===== src/rtl/vend_scheduler.sv =====
// Two-slot ticket vending scheduler: per-slot credit and refunds, with round-robin arbitration
// of a shared dispenser and a sticky fault on dispenser acknowledge timeout.
module vend_scheduler #(
    parameter int unsigned PRICE       = 3,
    parameter int unsigned ACK_TIMEOUT = 15
) (
    input  logic       clk,
    input  logic       rst,
    input  logic [1:0] coin_a,
    input  logic [1:0] coin_b,
    input  logic       cancel_a,
    input  logic       cancel_b,
    input  logic       disp_ack,
    output logic       disp_req,
    output logic       disp_slot,
    output logic       ticket_a,
    output logic       ticket_b,
    output logic [2:0] credit_a,
    output logic [2:0] credit_b,
    output logic       refund_a,
    output logic       refund_b,
    output logic [3:0] refund_amt_a,
    output logic [3:0] refund_amt_b,
    output logic       fault
);

    localparam logic [1:0] StIdle  = 2'd0;
    localparam logic [1:0] StGrant = 2'd1;
    localparam logic [1:0] StDone  = 2'd2;
    localparam logic [1:0] StFault = 2'd3;

    localparam logic [3:0] PriceW  = 4'(PRICE);
    localparam logic [7:0] TmoLast = 8'(ACK_TIMEOUT - 1);

    logic [1:0] state_q, state_d;
    logic       slot_q, slot_d;
    logic       rr_q, rr_d;
    logic [7:0] tmo_q, tmo_d;
    logic [2:0] credit_a_q, credit_a_d;
    logic [2:0] credit_b_q, credit_b_d;
    logic       refund_a_q, refund_a_d;
    logic       refund_b_q, refund_b_d;
    logic [3:0] amt_a_q, amt_a_d;
    logic [3:0] amt_b_q, amt_b_d;

    logic       granted_a, granted_b;
    logic       pend_a, pend_b;
    logic [3:0] sum_a, sum_b;

    function automatic logic [3:0] coin_val(input logic [1:0] c);
        return (c == 2'b11) ? 4'd0 : {2'b00, c};
    endfunction

    function automatic logic [2:0] sat7(input logic [3:0] v);
        return (v > 4'd7) ? 3'd7 : v[2:0];
    endfunction

    always_comb begin
        state_d    = state_q;
        slot_d     = slot_q;
        rr_d       = rr_q;
        tmo_d      = tmo_q;
        refund_a_d = 1'b0;
        refund_b_d = 1'b0;
        amt_a_d    = 4'd0;
        amt_b_d    = 4'd0;

        granted_a = ((state_q == StGrant) || (state_q == StDone)) && !slot_q;
        granted_b = ((state_q == StGrant) || (state_q == StDone)) && slot_q;

        sum_a = {1'b0, credit_a_q} + coin_val(coin_a);
        sum_b = {1'b0, credit_b_q} + coin_val(coin_b);

        // A slot being refunded this cycle is not offered for a grant.
        pend_a = ({1'b0, credit_a_q} >= PriceW) && !granted_a && !cancel_a;
        pend_b = ({1'b0, credit_b_q} >= PriceW) && !granted_b && !cancel_b;

        if (state_q == StDone && !slot_q) begin
            credit_a_d = sat7(sum_a - PriceW);
        end else if (cancel_a && !granted_a) begin
            credit_a_d = 3'd0;
            refund_a_d = 1'b1;
            amt_a_d    = sum_a;
        end else begin
            credit_a_d = sat7(sum_a);
        end

        if (state_q == StDone && slot_q) begin
            credit_b_d = sat7(sum_b - PriceW);
        end else if (cancel_b && !granted_b) begin
            credit_b_d = 3'd0;
            refund_b_d = 1'b1;
            amt_b_d    = sum_b;
        end else begin
            credit_b_d = sat7(sum_b);
        end

        case (state_q)
            StIdle: begin
                if (pend_a || pend_b) begin
                    state_d = StGrant;
                    tmo_d   = 8'd0;
                    slot_d  = (pend_a && pend_b) ? rr_q : pend_b;
                    rr_d    = ~slot_d;
                end
            end
            StGrant: begin
                if (disp_ack) begin
                    state_d = StDone;
                end else if (tmo_q == TmoLast) begin
                    state_d = StFault;
                end else begin
                    tmo_d = tmo_q + 8'd1;
                end
            end
            StDone:  state_d = StIdle;
            default: state_d = StFault;
        endcase
    end

    always_ff @(posedge clk or negedge rst) begin
        if (!rst) begin
            state_q    <= StIdle;
            slot_q     <= 1'b0;
            rr_q       <= 1'b0;
            tmo_q      <= 8'd0;
            credit_a_q <= 3'd0;
            credit_b_q <= 3'd0;
            refund_a_q <= 1'b0;
            refund_b_q <= 1'b0;
            amt_a_q    <= 4'd0;
            amt_b_q    <= 4'd0;
        end else begin
            state_q    <= state_d;
            slot_q     <= slot_d;
            rr_q       <= rr_d;
            tmo_q      <= tmo_d;
            credit_a_q <= credit_a_d;
            credit_b_q <= credit_b_d;
            refund_a_q <= refund_a_d;
            refund_b_q <= refund_b_d;
            amt_a_q    <= amt_a_d;
            amt_b_q    <= amt_b_d;
        end
    end

    assign disp_req     = (state_q == StGrant);
    assign disp_slot    = (state_q == StGrant) && slot_q;
    assign ticket_a     = (state_q == StDone) && !slot_q;
    assign ticket_b     = (state_q == StDone) && slot_q;
    assign fault        = (state_q == StFault);
    assign credit_a     = credit_a_q;
    assign credit_b     = credit_b_q;
    assign refund_a     = refund_a_q;
    assign refund_b     = refund_b_q;
    assign refund_amt_a = amt_a_q;
    assign refund_amt_b = amt_b_q;

endmodule


===== config.mk =====
export PLATFORM = sky130hd
export DESIGN_NAME = vend_scheduler
export DESIGN_NICKNAME = d
export VERILOG_FILES = /design/src/rtl/vend_scheduler.sv
export SDC_FILE = /design/constraint.sdc
export NUM_CORES = 1
export LEC_CHECK = 0
export ABC_AREA = 1
export CAP_MARGIN = 20
export CORE_ASPECT_RATIO = 1.5
export CORE_UTILIZATION = 35
export CTS_CLUSTER_SIZE = 12
export DETAILED_ROUTE_END_ITERATION = 7
export MAX_ROUTING_LAYER = met4
export PLACE_DENSITY = 0.69
export SETUP_SLACK_MARGIN = 0.3
export SYNTH_ARGS = -nofsm -noshare
export SYNTH_HDL_FRONTEND = slang
export SYNTH_SLANG_ARGS = --single-unit

===== constraint.sdc =====
create_clock -name clk -period 1.7 [get_ports clk]
set_clock_uncertainty 0.05 [all_clocks]
set_input_delay 0.51 -clock clk [delete_from_list [all_inputs] [get_ports clk]]
set_output_delay 0.51 -clock clk [all_outputs]
set_load 0.02 [all_outputs]

=== Word level (Yosys, flattened, before mapping) ===
Index checks and enable logic that the tools add are counted.

* Input port bits: 9
* Bits in registers: 28
* Word-level logic and storage cells: 83
* Output and inout port bits: 21

* Order comparisons: 6
* Multiplexer cells: 27
* Reduce and logical (&&, ||, !) cells: 24
* Bitwise gates (word level): 1
* Eq/ne operators: 10
* Add/sub/neg operators: 5

{| class="wikitable"
|+ Operator list
! kind !! count
|-
| $mux W3 || 8
|-
| $mux W8 || 3
|-
| $gt A4 B3 Y1 const B || 4
|-
| $mux W4 || 4
|-
| $pmux W8 S2 || 1
|-
| $logic_and A1 B1 Y1 || 12
|-
| $mux W2 || 5
|-
| $add A3 B2 Y4 || 2
|-
| $add A8 B1 Y8 const B || 1
|-
| $eq A2 B2 Y1 const B || 4
|-
| $eq A8 B4 Y1 const B || 1
|-
| $sub A4 B2 Y4 const B || 2
|-
| $ge A3 B2 Y1 const B || 2
|-
| $ne A2 B2 Y1 const B || 3
|-
| $pmux W2 S3 || 1
|-
| $logic_not A1 Y1 || 5
|-
| $mux W1 || 5
|-
| $reduce_and A2 Y1 || 2
|-
| $reduce_and A4 Y1 || 1
|-
| $ne A3 B2 Y1 const B || 1
|-
| $eq A2 B1 Y1 const B || 1
|-
| $logic_not A2 Y1 || 1
|-
| $logic_or A1 B1 Y1 || 2
|-
| $reduce_bool A2 Y1 || 1
|-
| $not A1 Y1 || 1
|}

=== Depth between registers and ports, before layout ===
Gate-level depths: netlist of the first run.

* Depth in word-level cells: 9
* Gate-level depth with buffers: 10
* Gate-level depth less buffers: 10

=== Least setup slack after synthesis of the first run ===
OpenSTA, ideal clock, no wires.

* Kind: in2reg
* Start: input coin_b[0]
* End: register credit_b_q[2] (netlist: credit_b[2])
* Data arrival time: 1.810 ns
* Stages: 10
* Required time: 1.527 ns
* Slack: -0.283 ns
* Path buffers: 0
* Library setup time: 0.123 ns
* Path through: inv_1 -> nor2_1 -> ha_1 -> fa_1 -> ha_1 -> inv_1 -> nand2_1 -> nand2_1 -> o21ai_0 -> nand2_1

* Word-level cells in the longest chain between the ends: 7
* Elaborated cells between the ends (all ways): 10
* Classes of those cells: add/sub: 2; order compare: 2; eq/ne: 1; mux: 5

{| class="wikitable"
|+ RTL lines
! element !! RTL line !! source
|-
| start, declared || 10 || <nowiki>input logic [1:0] coin_b,</nowiki>
|-
| $eq A2 B2 Y1 || 51 || <nowiki>return (c == 2'b11) ? 4'd0 : {2'b00, c};</nowiki>
|-
| $mux W2 (*) || 51 ||
|-
| $add A3 B2 Y4 (*) || 72 || <nowiki>sum_b = {1'b0, credit_b_q} + coin_val(coin_b);</nowiki>
|-
| $sub A4 B2 Y4 / $gt A4 B3 Y1 (equally long branches) || 89, 55 ||
|-
| $gt A4 B3 Y1 / $mux W3 (equally long branches) || 55 || <nowiki>return (v > 4'd7) ? 3'd7 : v[2:0];</nowiki>
|-
| $mux W3 (on tied branches) || 55, 90 ||
|-
| $mux W3 (*) || 88 || <nowiki>if (state_q == StDone && slot_q) begin</nowiki>
|-
| named net credit_b_d[2] || 40 || <nowiki>logic [2:0] credit_b_q, credit_b_d;</nowiki>
|-
| end signal, assigned || 139 || <nowiki>credit_b_q <= credit_b_d;</nowiki>
|-
| end, declared || 40 ||
|}

Mark *: on every way through the listed nets, which the timed path passes. The rest lies on a longest branch.
A chain may end at the register's enable or synchronous reset.

=== Final worst setup path of the first run ===
Ends and elaborated chain as after synthesis.

==> results of run 1 <==
[layout make-up]
cell class              instances  area (sq um)
fillers                       400          1940
multi-input cells             173          1270
flip-flops and latches         28           702
repair buffers                 69           642
inverters                      35           164
well taps                      66          82.6
clock buffers                   3          41.3
[power by group through the flow]
stage | combinational (W) | sequential [W] | clock [W]
finish | 0.00357 | 0.00105 | 0.000351
global route | 0.00385 | 0.00108 | 0.000398
CTS | 0.00316 | 0.00104 | 0.000365
detailed placement | 0.00274 | 0.00105 | 0
global placement | 0.00271 | 0.00105 | 0
floorplan | 0.00141 | 0.00123 | 0
[critical path, stage by stage]
cell	delay (ns)
buf_6	0.09
buf_6	0.12
inv_12	0.04
nor2_4	0.03
ha_4	0.15
fa_2	0.59
ha_4	0.15
inv_2	0.03
nand2_1	0.05
nand2_1	0.06
o21ai_2	0.10
nand2_1	0.05
[timing repair]
item                                   4_1_cts  5_1_grt
pin swaps                                   24       21
buffers inserted                             8        3
setup endpoints to repair                   47       41
endpoints found under the hold margin        0        0
cloned                                       1        0
gates resized for setup                    160       42
[metrics by stage]
| stage | area [sq um] | setup TNS (ns) |
|---|---|---|
| floorplan | 1930 | -0.774 |
| global placement | 2540 | -9.32 |
| detailed placement | 2540 | -9.57 |
| CTS | 2740 | -1.18 |
| global route | 2900 | -2.74 |
| finish | 2900 | -1.36 |
[placed cells by master (no fill, tap or decap), drive strengths merged]
cell / instances
clkdlybuf4s15: 1
ha: 13
fa: 2
clkdlybuf4s50: 4
nand4: 1
a21oi: 6
o21ai: 14
nor2: 32
dfrtp: 28
nand3b: 1
buf: 64
nor3: 1
nand3: 18
nand2: 78
o21a: 1
inv: 35
clkbuf: 3
xnor2: 3
xor2: 3
[sequential cells by signal, indices dropped and copies added, names as in the netlist, 2 cells and up]
signal,count
tmo_q,8
refund_amt_a,4
refund_amt_b,4
credit_a,3
credit_b,3
state_q,2
[worst max path at each step]
stage	from	endpoint	slack [ns]	cells past startpoint
2_1_floorplan	coin_a[0]	credit_a[2]	-0.16	10
3_3_place_gp	coin_a[0]	credit_a[2]	-0.84	11
3_5_place_dp	coin_a[0]	credit_a[2]	-0.86	11
4_1_cts	coin_b[0]	credit_b[2]	-0.24	12
5_1_grt	coin_b[0]	credit_b[2]	-0.23	12
6_report	coin_b[0]	credit_b[2]	-0.17	12
[cell usage after synthesis]
| master | count |
|---|---|
| nor3_1 | 1 |
| a21oi_2 | 1 |
| nand3_4 | 1 |
| nand2_2 | 1 |
| o21ai_1 | 1 |
| dfrtp_1 | 28 |
| nand3_1 | 16 |
| o21ai_0 | 12 |
| inv_2 | 1 |
| inv_1 | 34 |
| xor2_1 | 3 |
| o21a_1 | 1 |
| ha_1 | 13 |
| nand3b_4 | 1 |
| nand2_1 | 75 |
| nand4_1 | 1 |
| xnor2_1 | 3 |
| a21oi_1 | 5 |
| nor2_1 | 32 |
| fa_1 | 2 |
| nand2_4 | 2 |
| o21ai_2 | 1 |
[cell families after synthesis]
| family | Yosys count | synth area share [%] |
|---|---|---|
| adder cells (fa/ha/maj) | 15 | 11.5 |
| XOR/XNOR | 6 | 2.98 |
| AO/OA/AOI/OAI | 21 | 6.53 |
| AND/OR/NAND/NOR | 130 | 31.7 |
| buffers and inverters | 35 | 7.46 |
| flip-flops | 28 | 39.8 |
[routing by layer]
| metal | up-vias | routed length, um | global-route usage, % |
|---|---|---|---|
| li1 | 875 | - | - |
| met1 | 807 | 1680 | 20.4 |
| met2 | 21 | 2570 | 34.4 |
| met3 | 8 | 88 | 2.03 |
| met4 | 0 | 87 | 6.98 |
| met5 | - | 0 | - |
==> impl_metrics.toml, run 1 <==
[clock_tree]
cts-root-buf = "clkbuf_8"
cts_tree = "yes"
numClockSinks = 28
cts_max_level = 1
clk_pin_slew_ns = 0.09
postCtsHoldBufs = 0
max-clock-path-buffers = 2
numCtsBuffers = 3
clk_latency_ns = 0.27

[global_route]
grt_usage_pct = 18.8
antenna_found_initial = 0
grt_pass1_vias = 1672
grt_max_degree = 29
grt_pass1_wl_um = 7270
overflow = 0

[run]
cap_violations = 0

[logic_synthesis]
syn_inst = 235
ys_seq_area_share_pct = 39.8
yosys_warnings = 0
ys_seq_elements = 28
ys_types = 22
yosysTopAreaCell = "dfrtp_1"
netlist.area_leader.share_pct = 39.8
avgSynthCellArea_sq_um = 7.50
syn_area_sq_um = 1760
ys_top_cells_by_area = "dfrtp_1 (40%), nand2_1 (16%), ha_1 (9.2%), inv_1 (7.2%), nor2_1 (6.8%)"
syn-num-nets = 259

[min_path]
hp-class = "register to register"
hold_depth = 2
hold_path_end = "rr_q"
min_from = "rr_q"

[timing]
period_share_pct = 110
final.min_clock_period_ns = 1.87
setup_viol = 20
slew_headroom_pct = 81.1
drv_slew = 0
fmax_mhz = 536
worst_pin_slew_ns = 0.284
hold_viol_final = 0
rsz0062_at_grt = "true"
whs_ns = 0.509
fin_ws_ns = -0.166

[worst_setup_path]
r2r_start = "credit_a[0]"
crit_path_max_fanout = 4
cp-start-kind = "input port"
ff2ff_path_depth = 8
r2r-end = "credit_a[2]"
end_kind = "register"
worstPathRequired_ns = 1.82
r2r_slack_ns = -0.12
crit_type = "input port to register"
arrival_ns = 1.98

[detailed_routing]
ant_nets = 0
vias = 1711
routed_wirelength_um = 4430
via_per_inst = 4.57
drtIter0Drc = 76
avgRoutedWirePerCell_um = 11.8
drc_errors = 0
dr.pass1.iters = 4

[die]
coreArea_sq_um = 4850
die_x_um = 59.9
num_rows = 31
start_util_pct = 36.3
die_h_um = 88.9
die_area_sq_um = 5330
ios = 30

[power_and_ir_drop]
static-leakage-power_nw = 1.43
cellPowerDensity_nw_per_um2 = 1710
seqPwrFrac_pct = 21.2
swShare_pct = 44.9
combPwrFrac_pct = 71.7
power_w = 0.00497
p_sw_w = 0.00223
p_int_w = 0.00274
clkPwrFrac_pct = 7.1
vdd_drop_max_v = 0.000983

[layout]
final_net_count = 334
diodes = 0
area_delta_synth_final_pct = 64.8
finalNonFillerCells = 374
drive_above_1_share_pct = 47.7
utilization_pct = 59.9

[placement]
dpl.hpwl_um = 3140
place.gp.congestion = 0.852
portBuffers = 29
dp.cells = 359
pre_cts_slack_ns = -0.861

[run_status]
violations = "negative setup slack"
status = "finished with violations"
Power figures use the tool's default switching activity.
==> run 2: changes to the inputs <==
--- a/config.mk
+++ b/config.mk
@@ -12,7 +12,6 @@
 export CTS_CLUSTER_SIZE = 12
 export DETAILED_ROUTE_END_ITERATION = 7
 export MAX_ROUTING_LAYER = met4
-export PLACE_DENSITY = 0.69
 export SETUP_SLACK_MARGIN = 0.3
 export SYNTH_ARGS = -nofsm -noshare
 export SYNTH_HDL_FRONTEND = slang
==> impl_metrics.toml, run 2 (synthesized netlist as in run 1, its figures left out) <==
[die]
die_x_um = 59.9
ios = 30
coreArea_sq_um = 4850
die_h_um = 88.9
start_util_pct = 36.3
die_area_sq_um = 5330
num_rows = 31

[clock_tree]
clk_pin_slew_ns = 0.10
postCtsHoldBufs = 0
cts-root-buf = "clkbuf_8"
max-clock-path-buffers = 2
cts_max_level = 1
numCtsBuffers = 3
clk_latency_ns = 0.27
cts_tree = "yes"
numClockSinks = 28

[timing]
finalSetupTns_ns = -0.720
slew_headroom_pct = 69.2
fin_ws_ns = -0.148
hold_viol_final = 0
worst_pin_slew_ns = 0.461
period_share_pct = 109
drv_slew = 0
rsz0062_at_grt = "true"
fmax_mhz = 541
final.min_clock_period_ns = 1.85
setup_viol = 8

[detailed_routing]
avgRoutedWirePerCell_um = 12.1
ant_nets = 0
drtIter0Drc = 28
dr.pass1.iters = 4
vias = 1717
drc_errors = 0
via_per_inst = 4.59
routed_wirelength_um = 4540

[global_route]
grt_usage_pct = 18.1
grt_pass1_vias = 1618
grt_max_degree = 29
overflow = 0
grt_pass1_wl_um = 7180
antenna_found_initial = 0

[worst_setup_path]
ff2ff_path_depth = 7
arrival_ns = 1.97
r2r_start = "credit_a[0]"
worstPathRequired_ns = 1.82
crit_end = "credit_b[2]"
cp-start-kind = "input port"
r2r_slack_ns = -0.11
end_kind = "register"
crit_path_max_fanout = 3
critPathLaunch = "coin_b[0]"
crit_type = "input port to register"
r2r-end = "credit_a[2]"

[layout]
area_delta_synth_final_pct = 67.6
diodes = 0
final_cell_mix = "nand2_1 (46), buf_6 (28), dfrtp_1 (25)"
utilization_pct = 60.9
finalNonFillerCells = 374
regMostFlops = "tmo_q"
final_net_count = 333
drive_above_1_share_pct = 51.3
layout_commonest_cell = "nand2_1"
largest_reg_flops = 8

[placement]
place.gp.congestion = 0.832
dpl.hpwl_um = 3150
portBuffers = 29
pre_cts_slack_ns = -0.885
dp.cells = 357

[run_status]
status = "finished with violations"
violations = "negative setup slack"

[min_path]
hp-class = "register to register"

[power_and_ir_drop]
static-leakage-power_nw = 1.43
vdd_drop_max_v = 0.000973
cellPowerDensity_nw_per_um2 = 1690
power_w = 0.00499

[run]
cap_violations = 0
## run 2: cell types whose count changed in the layout (fill, tap and decap cells not counted), moves of 3 or more
| cell | delta |
|---|---|
| nor2_4 | +4 |
| nand2_2 | +8 |
| o21ai_2 | -3 |
| nand2_1 | -7 |
## run 2: report_power, final
part           internal (W)  switching [W]
sequential         0.000873       0.000166
combinational       0.00164        0.00188
clock              0.000207       0.000212
## run 2: how the worst min path moves through the flow
stage          startpoint           to  slack, ns  cells after the start
3_5_place_dp     tmo_q[1]     tmo_q[1]       0.47                      2
2_1_floorplan         rst  credit_a[0]       0.16                      0
5_1_grt          tmo_q[1]     tmo_q[1]       0.52                      2
4_1_cts          tmo_q[1]     tmo_q[1]       0.49                      2
3_3_place_gp     tmo_q[1]     tmo_q[1]       0.46                      2
6_report         tmo_q[7]     tmo_q[7]       0.49                      2
## run 2: layout make-up
cell class                      count  area, sq um
Fill cell                         418         1900
Multi-Input combinational cell    173         1330
Sequential cell                    28          704
Timing Repair Buffer               68          621
Inverter                           35          164
Tap cell                           66         82.6
Clock buffer                        4         55.1
## run 2: critical path: stages
cell and delay, ns:
buf_6 0.07, buf_8 0.11, inv_12 0.03, nor2_4 0.11, ha_4 0.14, fa_2 0.47
nand2_2 0.13, nand2_2 0.06, nand2_2 0.07, nand2_2 0.07, o21ai_1 0.13, nand2_1 0.06
## run 2: timing repair
action,4_1_cts,5_1_grt
endpoints found under the hold margin,0,0
setup buffers,4,8
endpoints found under the setup margin,47,40
resized for setup,158,62
cloned,1,0
pin swaps,21,32
## run 2: per-layer routing
metal | track usage [%] | wire, um | part of all wire, % | vias up
met3 | 2.32 | 101 | 2.2 | 2
met1 | 20.5 | 1790 | 39 | 818
li1 | - | - | - | 877
met2 | 33.8 | 2630 | 58 | 20
met5 | - | 0 | 0 | -
met4 | 2.54 | 16 | 0.35 | 0
## run 2: through the flow
step | hold WS [ns] | instance area (sq um)
after floorplan | 0.164 | 1930
after global placement | 0.464 | 2510
after detailed placement | 0.472 | 2510
after CTS | 0.493 | 2690
after global routing | 0.522 | 2950
final | 0.494 | 2950
==> run 3: changes to the inputs <==
--- a/config.mk
+++ b/config.mk
@@ -7,10 +7,10 @@
 export LEC_CHECK = 0
 export ABC_AREA = 1
 export CAP_MARGIN = 20
-export CORE_ASPECT_RATIO = 1.5
 export CORE_UTILIZATION = 35
 export CTS_CLUSTER_SIZE = 12
 export DETAILED_ROUTE_END_ITERATION = 7
+export GPL_ROUTABILITY_DRIVEN = 0
 export MAX_ROUTING_LAYER = met4
 export SETUP_SLACK_MARGIN = 0.3
 export SYNTH_ARGS = -nofsm -noshare
==> impl_metrics.toml, run 3 (synthesized netlist as in run 1, its figures left out) <==
[run_status]
status = "finished with violations"
violations = "negative setup slack"

[timing]
setup_viol = 22
period_share_pct = 112
worst_pin_slew_ns = 0.308
fin_ws_ns = -0.200
rsz0062_at_grt = "true"
fmax_mhz = 526
final.min_clock_period_ns = 1.90
drv_slew = 0
slew_headroom_pct = 79.4
whs_ns = 0.493
hold_viol_final = 0

[min_path]
hold_path_end = "rr_q"
min_from = "rr_q"
hp-class = "register to register"
hold_depth = 2

[placement]
dpl.hpwl_um = 3070
dp.cells = 361
portBuffers = 29

[worst_setup_path]
end_kind = "register"
worstPathRequired_ns = 1.83
crit_family = "buffers and inverters"
cp-start-kind = "input port"
r2r_start = "credit_b[0]"
crit_slowest_cell = "fa_2"
cp_num_buf_inv = 8
crit_cells = 11
cp_slowest_stage_delay_ns = 0.50
crit_path_max_fanout = 4
r2r_slack_ns = -0.13
crit_type = "input port to register"
cp_common_cell = "buf_6"
crit_path_cell_trace = "buf_6 > buf_6 > buf_4 > nor2_4 > fa_2 > buf_4 > buf_6 > buf_6 > buf_6 > inv_2 > nor2_2"
ff2ff_path_depth = 8
r2r-end = "refund_amt_b[1]"
arrival_ns = 2.03

[global_route]
grt_usage_pct = 18.2
grt_pass1_wl_um = 7220
antenna_found_initial = 0
grt_pass1_vias = 1623
overflow = 0
grt_max_degree = 29

[detailed_routing]
drc_errors = 0
dr.pass1.iters = 4
vias = 1742
avgRoutedWirePerCell_um = 11.8
via_per_inst = 4.55
ant_nets = 0
drtIter0Drc = 30
routed_wirelength_um = 4510

[run]
cap_violations = 0

[die]
ios = 30
die_area_sq_um = 5320
coreArea_sq_um = 4790
start_util_pct = 36.8
die_h_um = 72.9
die_x_um = 72.9
num_rows = 25

[power_and_ir_drop]
cellPowerDensity_nw_per_um2 = 1700
vdd_drop_max_v = 0.000831
static-leakage-power_nw = 1.48

[layout]
fillers = 399
diodes = 0
area_delta_synth_final_pct = 70.7
drive_above_1_share_pct = 49.4
final_cell_mix = "nand2_1 (52), buf_6 (36), dfrtp_1 (26)"
regMostFlops = "tmo_q"
largest_reg_flops = 8
finalNonFillerCells = 383
layout_commonest_cell = "nand2_1"
final_net_count = 342

[clock_tree]
postCtsHoldBufs = 0
clk_pin_slew_ns = 0.10
clk_latency_ns = 0.28
cts_max_level = 1
numCtsBuffers = 3
cts_tree = "yes"
numClockSinks = 28
max-clock-path-buffers = 2
cts-root-buf = "clkbuf_8"
## run 3: cell type report
class	instances	area [sq um]	share of cell area [%]
multi-input cells	173	1310	43.4
clock buffers	3	41.3	1.37
well taps	67	83.8	2.79
inverters	35	166	5.53
repair buffers	77	708	23.5
flip-flops and latches	28	703	23.4
## run 3: metrics by stage
step	utilization [%]	setup WS, ns	total power [W]	instance area [sq um]	TNS [ns]
2_1_floorplan	-	-0.165	0.00264	1930	-0.774
3_3_place_gp	53.0	-0.847	0.00374	2540	-9.82
3_5_place_dp	53.0	-0.881	0.00376	2540	-10.02
4_1_cts	57.7	-0.233	0.00457	2760	-1.49
5_1_grt	62.8	-0.239	0.00550	3010	-3.30
6_report	62.8	-0.200	0.00512	3010	-1.78
## run 3: how the worst max path moves through the flow
| stage | startpoint | endpoint | slack [ns] |
|---|---|---|---|
| final | coin_b[0] | refund_amt_b[1] | -0.20 |
| after global placement | coin_a[0] | credit_a[2] | -0.85 |
| after global routing | coin_b[0] | credit_b[2] | -0.24 |
| after CTS | coin_b[0] | credit_b[2] | -0.23 |
| after floorplan | coin_a[0] | credit_a[2] | -0.16 |
| after detailed placement | coin_a[0] | credit_a[2] | -0.88 |
## run 3: power by group
part | switching [W] | internal, W | leakage (nW)
clock | 0.000206 | 0.000159 | 0.0216
sequential | 0.000178 | 0.000871 | 0.366
combinational | 0.00190 | 0.00180 | 1.09
total | 0.00229 | 0.00283 | 1.48
## run 3: repair_timing
action                                  CTS  global route
cloned                                    1             0
setup buffers                            10             8
gates resized for setup                 166            50
endpoints found under the setup margin   47            38
pin swaps                                22            24
## run 3: layer usage
metal  wire length (um)  share of wire [%]  track usage [%]
met1               2090                 46             24.7
met2               2260                 50             29.9
met3                113                2.5             2.07
met4                 45                1.0             3.27
met5                  0                  0                -
## run 3: worst register-to-register path: cells and delay by family, from the launching register on
family,cells,cell delay [ns]
buffers and inverters,5,0.40
and+or+nand+nor,1,0.09
adders and majority gates,2,0.79
DFF,1,0.43
